**src/rtl/sequential_restoring_divider_pkg.sv**
```systemverilog
// Shared arithmetic-unit constants plus divider FSM state type and counter width.
package Pkg_Global;
  localparam int DW    = 16;
  localparam int CNT_W = $clog2(DW);

  localparam logic [DW-1:0] ZERO     = '0;
  localparam logic [DW-1:0] ONE      = {{(DW-1){1'b0}}, 1'b1};
  localparam logic          BIT_ZERO = 1'b0;
  localparam logic          BIT_ONE  = 1'b1;

  typedef enum logic [1:0] {IDLE, ITER, FIX, DONE} div_state_t;
endpackage

```
**src/rtl/sequential_restoring_divider_if.sv**
```systemverilog
// Start/done handshake and operand/result bundle for the sequential divider.
interface sequential_restoring_divider_if;
  import Pkg_Global::*;

  logic          start;
  logic [DW-1:0] dividend;
  logic [DW-1:0] divisor;
  logic          busy;
  logic          done;
  logic [DW-1:0] quotient;
  logic [DW-1:0] remainder;
  logic          div_by_zero;

  modport master (
    output start, dividend, divisor,
    input  busy, done, quotient, remainder, div_by_zero
  );

  modport slave (
    input  start, dividend, divisor,
    output busy, done, quotient, remainder, div_by_zero
  );
endinterface

```
**src/rtl/sequential_restoring_divider_div_sign_adjust.sv**
```systemverilog
// Conditional two's-complement negate: magnitude at capture, sign restore at FIX.
module div_sign_adjust #(
  parameter int W = 16
) (
  input  logic [W-1:0] val,
  input  logic         neg,
  output logic [W-1:0] res
);
  assign res = neg ? -val : val;
endmodule

```
**src/rtl/sequential_restoring_divider.sv**
```systemverilog
// Restoring shift-subtract divider, one quotient bit per clock.
// Define SIGNED_DIV_EN for two's-complement operands (truncating division).
module sequential_restoring_divider
  import Pkg_Global::*;
(
  input  logic                           clk,
  input  logic                           rst,
  sequential_restoring_divider_if.slave  bus
);

  div_state_t       state, state_nx;
  logic [CNT_W-1:0] cnt;
  logic [DW-1:0]    r;
  logic [DW-1:0]    q;
  logic [DW-1:0]    d;
  logic [DW:0]      r_sh;
  logic [DW:0]      diff;
  logic             sub_ok;
  logic             accept;

  logic [DW-1:0]    dvd_mag, dsr_mag, q_fix, r_fix, dz_rem;
  logic [DW-1:0]    quotient_q, remainder_q;
  logic             dz_q;

  assign accept = bus.start && (state == IDLE || state == DONE);

  // Restored R is always below D, so its top bit is zero and is not stored.
  assign r_sh   = {r, q[DW-1]};
  assign diff   = r_sh - {BIT_ZERO, d};
  assign sub_ok = ~diff[DW];

`ifdef SIGNED_DIV_EN
  logic          neg_q, neg_r;
  logic [DW-1:0] dvd_raw;

  div_sign_adjust #(.W(DW)) u_abs_dvd (.val(bus.dividend), .neg(bus.dividend[DW-1]), .res(dvd_mag));
  div_sign_adjust #(.W(DW)) u_abs_dsr (.val(bus.divisor),  .neg(bus.divisor[DW-1]),  .res(dsr_mag));
  div_sign_adjust #(.W(DW)) u_neg_q   (.val(q),            .neg(neg_q),              .res(q_fix));
  div_sign_adjust #(.W(DW)) u_neg_r   (.val(r),            .neg(neg_r),              .res(r_fix));

  always_ff @(posedge clk) begin
    if (rst) begin
      neg_q   <= BIT_ZERO;
      neg_r   <= BIT_ZERO;
      dvd_raw <= ZERO;
    end else if (accept) begin
      neg_q   <= bus.dividend[DW-1] ^ bus.divisor[DW-1];
      neg_r   <= bus.dividend[DW-1];
      dvd_raw <= bus.dividend;
    end
  end

  assign dz_rem = dvd_raw;
`else
  assign dvd_mag = bus.dividend;
  assign dsr_mag = bus.divisor;
  assign q_fix   = q;
  assign r_fix   = r;
  // With D=0 every step subtracts nothing, so R ends up holding the dividend.
  assign dz_rem  = r;
`endif

  always_ff @(posedge clk) begin
    if (rst) state <= IDLE;
    else     state <= state_nx;
  end

  always_comb begin
    state_nx    = state;
    bus.busy    = BIT_ZERO;
    bus.done    = BIT_ZERO;
    case (state)
      IDLE: if (bus.start) state_nx = ITER;
      ITER: begin
        bus.busy = BIT_ONE;
        if (cnt == CNT_W'(DW-1)) state_nx = FIX;
      end
      FIX: begin
        bus.busy = BIT_ONE;
        state_nx = DONE;
      end
      DONE: begin
        bus.done = BIT_ONE;
        state_nx = bus.start ? ITER : IDLE;
      end
      default: state_nx = IDLE;
    endcase
  end

  always_ff @(posedge clk) begin
    if (rst) begin
      r           <= ZERO;
      q           <= ZERO;
      d           <= ZERO;
      cnt         <= '0;
      quotient_q  <= ZERO;
      remainder_q <= ZERO;
      dz_q        <= BIT_ZERO;
    end else if (state == ITER) begin
      r   <= sub_ok ? diff[DW-1:0] : r_sh[DW-1:0];
      q   <= {q[DW-2:0], sub_ok};
      cnt <= cnt + CNT_W'(1);
    end else if (state == FIX) begin
      if (d == ZERO) begin
        quotient_q  <= '1;
        remainder_q <= dz_rem;
        dz_q        <= BIT_ONE;
      end else begin
        quotient_q  <= q_fix;
        remainder_q <= r_fix;
        dz_q        <= BIT_ZERO;
      end
    end else if (accept) begin
      r   <= ZERO;
      q   <= dvd_mag;
      d   <= dsr_mag;
      cnt <= '0;
    end
  end

  assign bus.quotient    = quotient_q;
  assign bus.remainder   = remainder_q;
  assign bus.div_by_zero = dz_q;

endmodule

```
**src/flat_wrapper.sv**
```systemverilog
// flat-port wrapper written by rule: the top's interface ports become plain ports
module sequential_restoring_divider_flat import Pkg_Global::*;
  (clk, rst, bus_start, bus_dividend, bus_divisor, bus_busy, bus_done, bus_quotient, bus_remainder, bus_div_by_zero);
  sequential_restoring_divider_if bus_i ();
  input  logic clk;
  input  logic rst;
  input wire logic [$bits(bus_i.start)-1:0] bus_start;
  input wire logic [$bits(bus_i.dividend)-1:0] bus_dividend;
  input wire logic [$bits(bus_i.divisor)-1:0] bus_divisor;
  output wire logic [$bits(bus_i.busy)-1:0] bus_busy;
  output wire logic [$bits(bus_i.done)-1:0] bus_done;
  output wire logic [$bits(bus_i.quotient)-1:0] bus_quotient;
  output wire logic [$bits(bus_i.remainder)-1:0] bus_remainder;
  output wire logic [$bits(bus_i.div_by_zero)-1:0] bus_div_by_zero;
  assign bus_i.start = bus_start;
  assign bus_i.dividend = bus_dividend;
  assign bus_i.divisor = bus_divisor;
  assign bus_busy = bus_i.busy;
  assign bus_done = bus_i.done;
  assign bus_quotient = bus_i.quotient;
  assign bus_remainder = bus_i.remainder;
  assign bus_div_by_zero = bus_i.div_by_zero;
  sequential_restoring_divider u_core (.clk(clk), .rst(rst), .bus(bus_i));
endmodule
```
**config.mk**
```make
export PLATFORM = sky130hd
export DESIGN_NAME = sequential_restoring_divider_flat
export DESIGN_NICKNAME = d
export VERILOG_FILES = /design/src/rtl/sequential_restoring_divider_pkg.sv /design/src/rtl/sequential_restoring_divider_if.sv /design/src/rtl/sequential_restoring_divider_div_sign_adjust.sv /design/src/rtl/sequential_restoring_divider.sv /design/src/flat_wrapper.sv
export SDC_FILE = /design/constraint.sdc
export NUM_CORES = 1
export LEC_CHECK = 0
export ABC_AREA = 1
export BUFFER_PORTS_ARGS = -buffer_cell sky130_fd_sc_hd__buf_2
export CORE_UTILIZATION = 40
export DETAILED_ROUTE_END_ITERATION = 10
export HOLD_SLACK_MARGIN = 0.1
export PLACE_DENSITY = 0.66
export SYNTH_ARGS = -nofsm -noshare
export SYNTH_HDL_FRONTEND = slang
export SYNTH_SLANG_ARGS = --single-unit
export TNS_END_PERCENT = 50
```
**constraint.sdc**
```tcl
create_clock -name clk -period 2.5 [get_ports clk]
set_clock_uncertainty 0.15 [all_clocks]
set_input_delay 0.125 -clock clk [delete_from_list [all_inputs] [get_ports clk]]
set_output_delay 0.125 -clock clk [all_outputs]
set_load 0.005 [all_outputs]
```
==> impl_results.md, run 1 <==
- Status: finished, final reports clean
- Post-Synthesis Cell Area: 4530 um^2
- Fillers: 1091
- Synth Area in Adders: 6.52%
- Hold Violations, Final: 0
- Fmax: between 0.4 and 0.5 GHz
- IO buf count: 69
- Die area: roughly 12000 um^2
- Crit Path Max Fanout: 22
- Top cell type's share of synthesized area: 38.4%
- Biggest area consumer among synthesized cells: dfxtp_1
- Ratio of cells with drive above 1 in the final layout: about 15%
- Slew margin rel.: 43.7%
- Final setup vio count: 0
- Top cells by area, synth: dfxtp_1 (38%), nand2_1 (18%), inv_1 (7.2%), a21oi_1 (6.3%), ha_1 (6.1%)
- Num CTS Buffers: 9
- Worst VDD drop: slightly above 0.8 mV
- H-tree Lvls: 3
- Post-Syn Nets: 725
- Clock Tree Buf Depth: 2
- Int Power: 3.85 mW
- Syn_area_per_cell: 6.79 um^2
- Yosys warning count: 0
- Fin crit share: 92.5%
- Post-synthesis xor/xnor area fraction: roughly 1.5%
- Type of the worst min-delay path: in2reg
- CP endpoint kind: register
- Clk sink count: 87
- Routed vias: 4500
- Max Cap Viol: 0
- Net Sw Frac: a little under half
- Total grt overflow: 0
- Post-synth EDFFs: 0
- Diode count: 0
- Post-layout util: approximately half
- RD Place Congestion: ~0.89
- Global Route Usage Sum: 20.9%
- PwrDens: around 1200 nW/um^2
- First-pass GRT wire length: 19300 um
- Clock power frac: roughly a fifth
- Initial DRC count: around 250
- Post-synthesis mux area share: 0%
- Setup WS pre-CTS: 0.124 ns
- Wirelength per Cell: 13.2 um
- P_leak: roughly 2.7 nW
- Arrival time worst endpoint: 2.35 ns
- Post-Synthesis Cells: 667
- DRC: 0
- Post-DP HPWL: 8690 um
- CTS tree: done
- RSZ-0062 raised after global routing: false
- Ys flop type: dfxtp_1
- Total negative slack: 0 ns
- Drt first pass iters: 5
- Hold WS: 0.246 ns
- Die Wd: 108 um
- Vias in the first global route: 4160
- Commonest cells in the synthesized netlist: nand2_1 (216), dfxtp_1 (87), inv_1 (87)
- Layout area overhead: 25.5%
- Sequential cell area fraction in the yosys report: 38.4%
- Post-route ant nets: 0
- Sequential share of power: 28.8%
- CTS clk-pin slew, worst paths: 0.06 ns
- Post-layout minimum cycle time: 2.31 ns
- Setup Buffers After CTS: 0
- CP Class: reg2reg
- Fin worst setup slack: between 0.15 and 0.2 ns
- I/O pin cnt: 70
- Nets: 821
- Worst-margin pin slew: 0.843 ns
- Asr flop ratio synth: 0%
- Initial antenna violation count: 0
- Comb power frac: 51.8%
- FF+latch count, synth: 87
- Top-count cell post-synth: nand2_1
- Simple-gate share of the synthesized area: between 20% and 30%
- Largest net degree at the start of global routing: 53
- Compound-Gate Fraction of Synth Area: approximately 16%
- Fin. max-slew vios: 0
- Core area: around 11000 um^2
- Vias/cell: about 5.0
- Die Y: about 110 um
- Standard-cell rows: 38
- Sw Pwr: 3.17 mW
- Root Buffer: clkbuf_16
- Critical path startpoint category: register
- Clk_lat worst skew: 0.34 ns
- Initial Util: 41.4%
- Total Wirelength: 12000 um
- Cell variety after synth: 33
- Largest family of logic cells by synthesized area: simple AND/OR/NAND/NOR gates
- Data required, critical path: roughly 2.5 ns
[placed cells by master, fill, tap and decap left out, drive strengths merged, types with 26 or more instances in the layout]
cell type | netlist | routed
inv | 91 | 95
nor2 | 26 | 26
a21oi | 59 | 59
buf | 6 | 79
nand3 | 34 | 34
o21ai | 35 | 35
dfxtp | 87 | 87
dlygate4sd3 | 0 | 34
nand2 | 224 | 225
a31oi | 31 | 31
[routing by layer]
metal / global-route usage [%] / vias to the layer above / wire length, um / part of all wire (%)
met5: 0 / - / 0 / 0
met4: 5.41 / 0 / 156 / 1.3
met3: 3.92 / 13 / 518 / 4.3
met2: 36.8 / 105 / 5930 / 49
met1: 26.0 / 2047 / 5390 / 45
li1: - / 2335 / - / -
[layout make-up]
cell class	count	area, um^2	share of cell area, %
inverters	91	342	6.01
well taps	140	175	3.08
repair buffers	113	773	13.6
clock inverters	7	77.6	1.36
multi-input cells	461	2350	41.4
clock buffers	9	225	3.96
flip-flops and latches	87	1740	30.6
[what timing repair did]
action / CTS / global route
hold buffers: 34 / 0
resized for setup: 0 / 5
endpoints found under the hold margin: 33 / 0
endpoints found under the setup margin: 0 / 10
[state kept, by name, summed over array words and instances, names as in the netlist]
register                flops
u_core.dz_rem              16
u_core.cnt                  4
u_core.bus.quotient        16
u_core.state                2
u_core.q                   16
u_core.bus.div_by_zero      1
u_core.bus.remainder       16
u_core.d                   16
[power by group through the flow]
stage	Combinational [mW]	Sequential, mW	Clock (mW)
final	3.64	2.02	1.37
after global routing	4.15	2.07	1.45
after detailed placement	3.50	2.04	0
after floorplan	2.64	2.00	0
after CTS	3.57	2.02	1.39
after global placement	3.43	2.03	0
[cell families after synthesis]
logic type / Yosys count
compound gates: 129
xor+xnor: 8
fa+ha+maj: 23
buf+inv: 120
flops: 87
simple gates: 300
[worst max-delay path, cell delays in order, from the launching register on]
cell and delay, ns:
dfxtp_1 0.42, inv_1 0.12, ha_1 0.33, nor2_1 0.15, inv_1 0.09, a21oi_2 0.25, inv_1 0.27, buf_12 0.24
nand2_1 0.08, a21oi_1 0.07
[path summary, 6_finish.rpt]
kind                                  startpoint                                  end  slack [ns]  depth (start not counted)
min reg2reg  u_core.bus.div_by_zero$_SDFFE_PP0P_  u_core.bus.div_by_zero$_SDFFE_PP0P_        0.32                          2
min                                          rst       u_core.dz_rem[12]$_SDFFE_PP0P_        0.25                          3
max reg2reg         u_core.state[0]$_SDFFE_PP0P_       u_core.dz_rem[10]$_SDFFE_PP0P_        0.19                          9
max                 u_core.state[0]$_SDFFE_PP0P_       u_core.dz_rem[10]$_SDFFE_PP0P_        0.19                          9
[per-stage QoR]
| step | area (um^2) | power (mW) | instances |
|---|---|---|---|
| CTS | 5660 | 6.98 | 907 |
| global route | 5690 | 7.66 | 908 |
| detailed placement | 5010 | 5.54 | 857 |
| global placement | 5010 | 5.47 | 857 |
| floorplan | 4530 | 4.64 | 667 |
| finish | 5690 | 7.02 | 908 |
(Power assumes the default switching activity.)
==> run 2, diff against run 1 <==
--- a/config.mk
+++ b/config.mk
@@ -7,10 +7,10 @@
 export LEC_CHECK = 0
 export ABC_AREA = 1
 export BUFFER_PORTS_ARGS = -buffer_cell sky130_fd_sc_hd__buf_2
-export CORE_UTILIZATION = 40
+export CORE_UTILIZATION = 57
 export DETAILED_ROUTE_END_ITERATION = 10
 export HOLD_SLACK_MARGIN = 0.1
-export PLACE_DENSITY = 0.66
+export PLACE_DENSITY = 0.86
 export SYNTH_ARGS = -nofsm -noshare
 export SYNTH_HDL_FRONTEND = slang
 export SYNTH_SLANG_ARGS = --single-unit
==> run 2 against run 1 <==
Power decreased by 2.0%. Cell count shrank 4.2%. Fmax decreased by 2.4%. Utilization increased by 20 points. Flip-flop and latch count unchanged. Global-route usage is 9.4 points higher. Die area fell by 29%. Register-to-register slack worse by 0.06 ns.
==> impl_results.md, run 2 (synthesis results as in run 1) <==
- First-pass GRT wire length: 20200 um
- Setup WS pre-CTS: 0.140 ns
- Diode count: 0
- Total grt overflow: 0
- Die area: 8310 um^2
- Initial DRC count: 418
- P_leak: 2.65 nW
- Worst-margin pin slew: 0.865 ns
- Crit path to: u_core.dz_rem[14]$_SDFFE_PP0P_
- Largest net degree at the start of global routing: 53
- Crit path from: u_core.q[15]$_SDFFE_PP0P_
- I/O pin cnt: 70
- FF-to-FF End: u_core.dz_rem[14]$_SDFFE_PP0P_
- Fin. max-slew vios: 0
- Max Cap Viol: 0
- CP Class: reg2reg
- Global routing met1 resource utilization: 37.0%
- Total negative slack: 0 ns
- Top Usage Layer GRT: met2
- Initial antenna violation count: 0
- Die Wd: between 90 and 100 um
- CP endpoint kind: register
- RD Place Congestion: 0.969
- DRC: 0
- Fillers: just under 600
- Hold path depth: 3
- Drt first pass iters: 5
- Total Wirelength: between 10000 and 15000 um
- Clk sink count: 87
- Wirelength per Cell: 14.2 um
- Clock Tree Buf Depth: 2
- Total chip power: 6.89 mW
- Global Route Usage Sum: a little under a third
- Initial Util: 58.6%
- CTS clk-pin slew, worst paths: 0.09 ns
- Met2 Track Usage GR: 52.3%
- Standard-cell rows: 32
- Post-layout minimum cycle time: 2.37 ns
- H-tree Lvls: 3
- Most common cell after layout, fill and taps aside: nand2_1
- Num CTS Buffers: 9
- Crit Path Max Fanout: 14
- PwrDens: 1240 nW/um^2
- Slew margin rel.: between 40 and 50%
- Final setup vio count: 0
- Ratio of cells with drive above 1 in the final layout: between 10 and 15%
- Fmax: roughly 0.42 GHz
- Post-DP HPWL: 8210 um
- Layout area overhead: 22.9%
- Core area: 7730 um^2
- Root Buffer: clkbuf_8
- Fin crit share: between 90 and 100%
- Status: finished, final reports clean
- Area of the multi-input gates: 2350 um^2
- Reg2Reg Setup Slack: between 0.1 and 0.15 ns
- Nets: between 800 and 900
- Arrival time worst endpoint: 2.46 ns
- CTS tree: done
- Fin worst setup slack: 0.130 ns
- Hold Violations, Final: 0
- Critical path startpoint category: register
- Die Y: between 90 and 100 um
- Type of the worst min-delay path: in2reg
- Worst VDD drop: 1.05 mV
- IO buf count: 69
- Data required, critical path: 2.59 ns
- Vias/cell: 5.52
- Clk_lat worst skew: 0.36 ns
- Routed vias: 4804
- Met3 Usage GRT: 4.02%
- Most frequent cells in the layout: nand2_1 (215), dfxtp_1 (87), inv_1 (86)
- Post-route ant nets: 0
- R2R depth: 16
- Vias in the first global route: between 4000 and 5000
- Hold Crit Start: rst
- FF/Latch Area: 1740 um^2
- Worst R2R Start: u_core.q[15]$_SDFFE_PP0P_
run 2: changes by cell type in the layout (fill, tap and decap cells not counted), sizes merged:
cell / delta
buf: +1
bufinv: +1
clkbuf: +1
clkinv: -1
clkinvlp: +1
inv: -2
nand2: -1
run 2: worst max-delay path, stage by stage (launching register included):
cell and delay [ns]:
dfxtp_1 0.32, inv_1 0.09, ha_1 0.14, inv_1 0.08, fa_1 0.41, nand2_1 0.09, nand2_1 0.10, nand3_2 0.09
nand2_2 0.08, nand2_2 0.11, nand2_2 0.06, nand2_1 0.10, nand2_4 0.12, nor2_1 0.12, nor2_1 0.06, nor2_1 0.08
nor2_1 0.04
run 2: per-layer routing:
metal / vias to the layer above / part of all wire (%)
li1: 2333 / -
met1: 2203 / 41
met2: 226 / 49
met3: 42 / 6.5
met4: 0 / 3.7
met5: - / 0
run 2: worst min-delay path by stage:
stage                                          end
CTS                 u_core.dz_rem[14]$_SDFFE_PP0P_
global placement          u_core.d[0]$_SDFFE_PP0P_
floorplan                 u_core.d[0]$_SDFFE_PP0P_
global route        u_core.dz_rem[14]$_SDFFE_PP0P_
detailed placement        u_core.d[0]$_SDFFE_PP0P_
finish              u_core.dz_rem[14]$_SDFFE_PP0P_
run 2: power by group:
group,total [mW],switching [mW],internal (mW)
logic,3.72,2.39,1.33
clock network,1.13,0.550,0.583
registers,2.03,0.267,1.77
total,6.89,3.21,3.67
run 2: final cells by class:
class	count	share of cell area, %
inverters	91	6.20
well taps	102	2.29
flip-flops and latches	87	31.3
clock inverters	6	1.80
clock buffers	10	2.29
repair buffers	114	14.0
multi-input cells	460	42.1
run 2: through the flow:
| step | hold WS, ns | utilization [%] | cells | instance area (um^2) |
|---|---|---|---|---|
| after detailed placement | 0.214 | 64.1 | 817 | 4950 |
| after global routing | 0.207 | 72.1 | 870 | 5570 |
| final | 0.202 | 72.1 | 870 | 5570 |
| after CTS | 0.178 | 71.4 | 867 | 5520 |
| after global placement | 0.211 | 64.1 | 817 | 4950 |
| after floorplan | 0.110 | - | 667 | 4530 |
run 2: timing repair:
action                     CTS  global route
hold endpoints to repair    34             0
buffers inserted             0             3
setup endpoints to repair    0            17
resized for setup            0             5
hold buffers                34             0
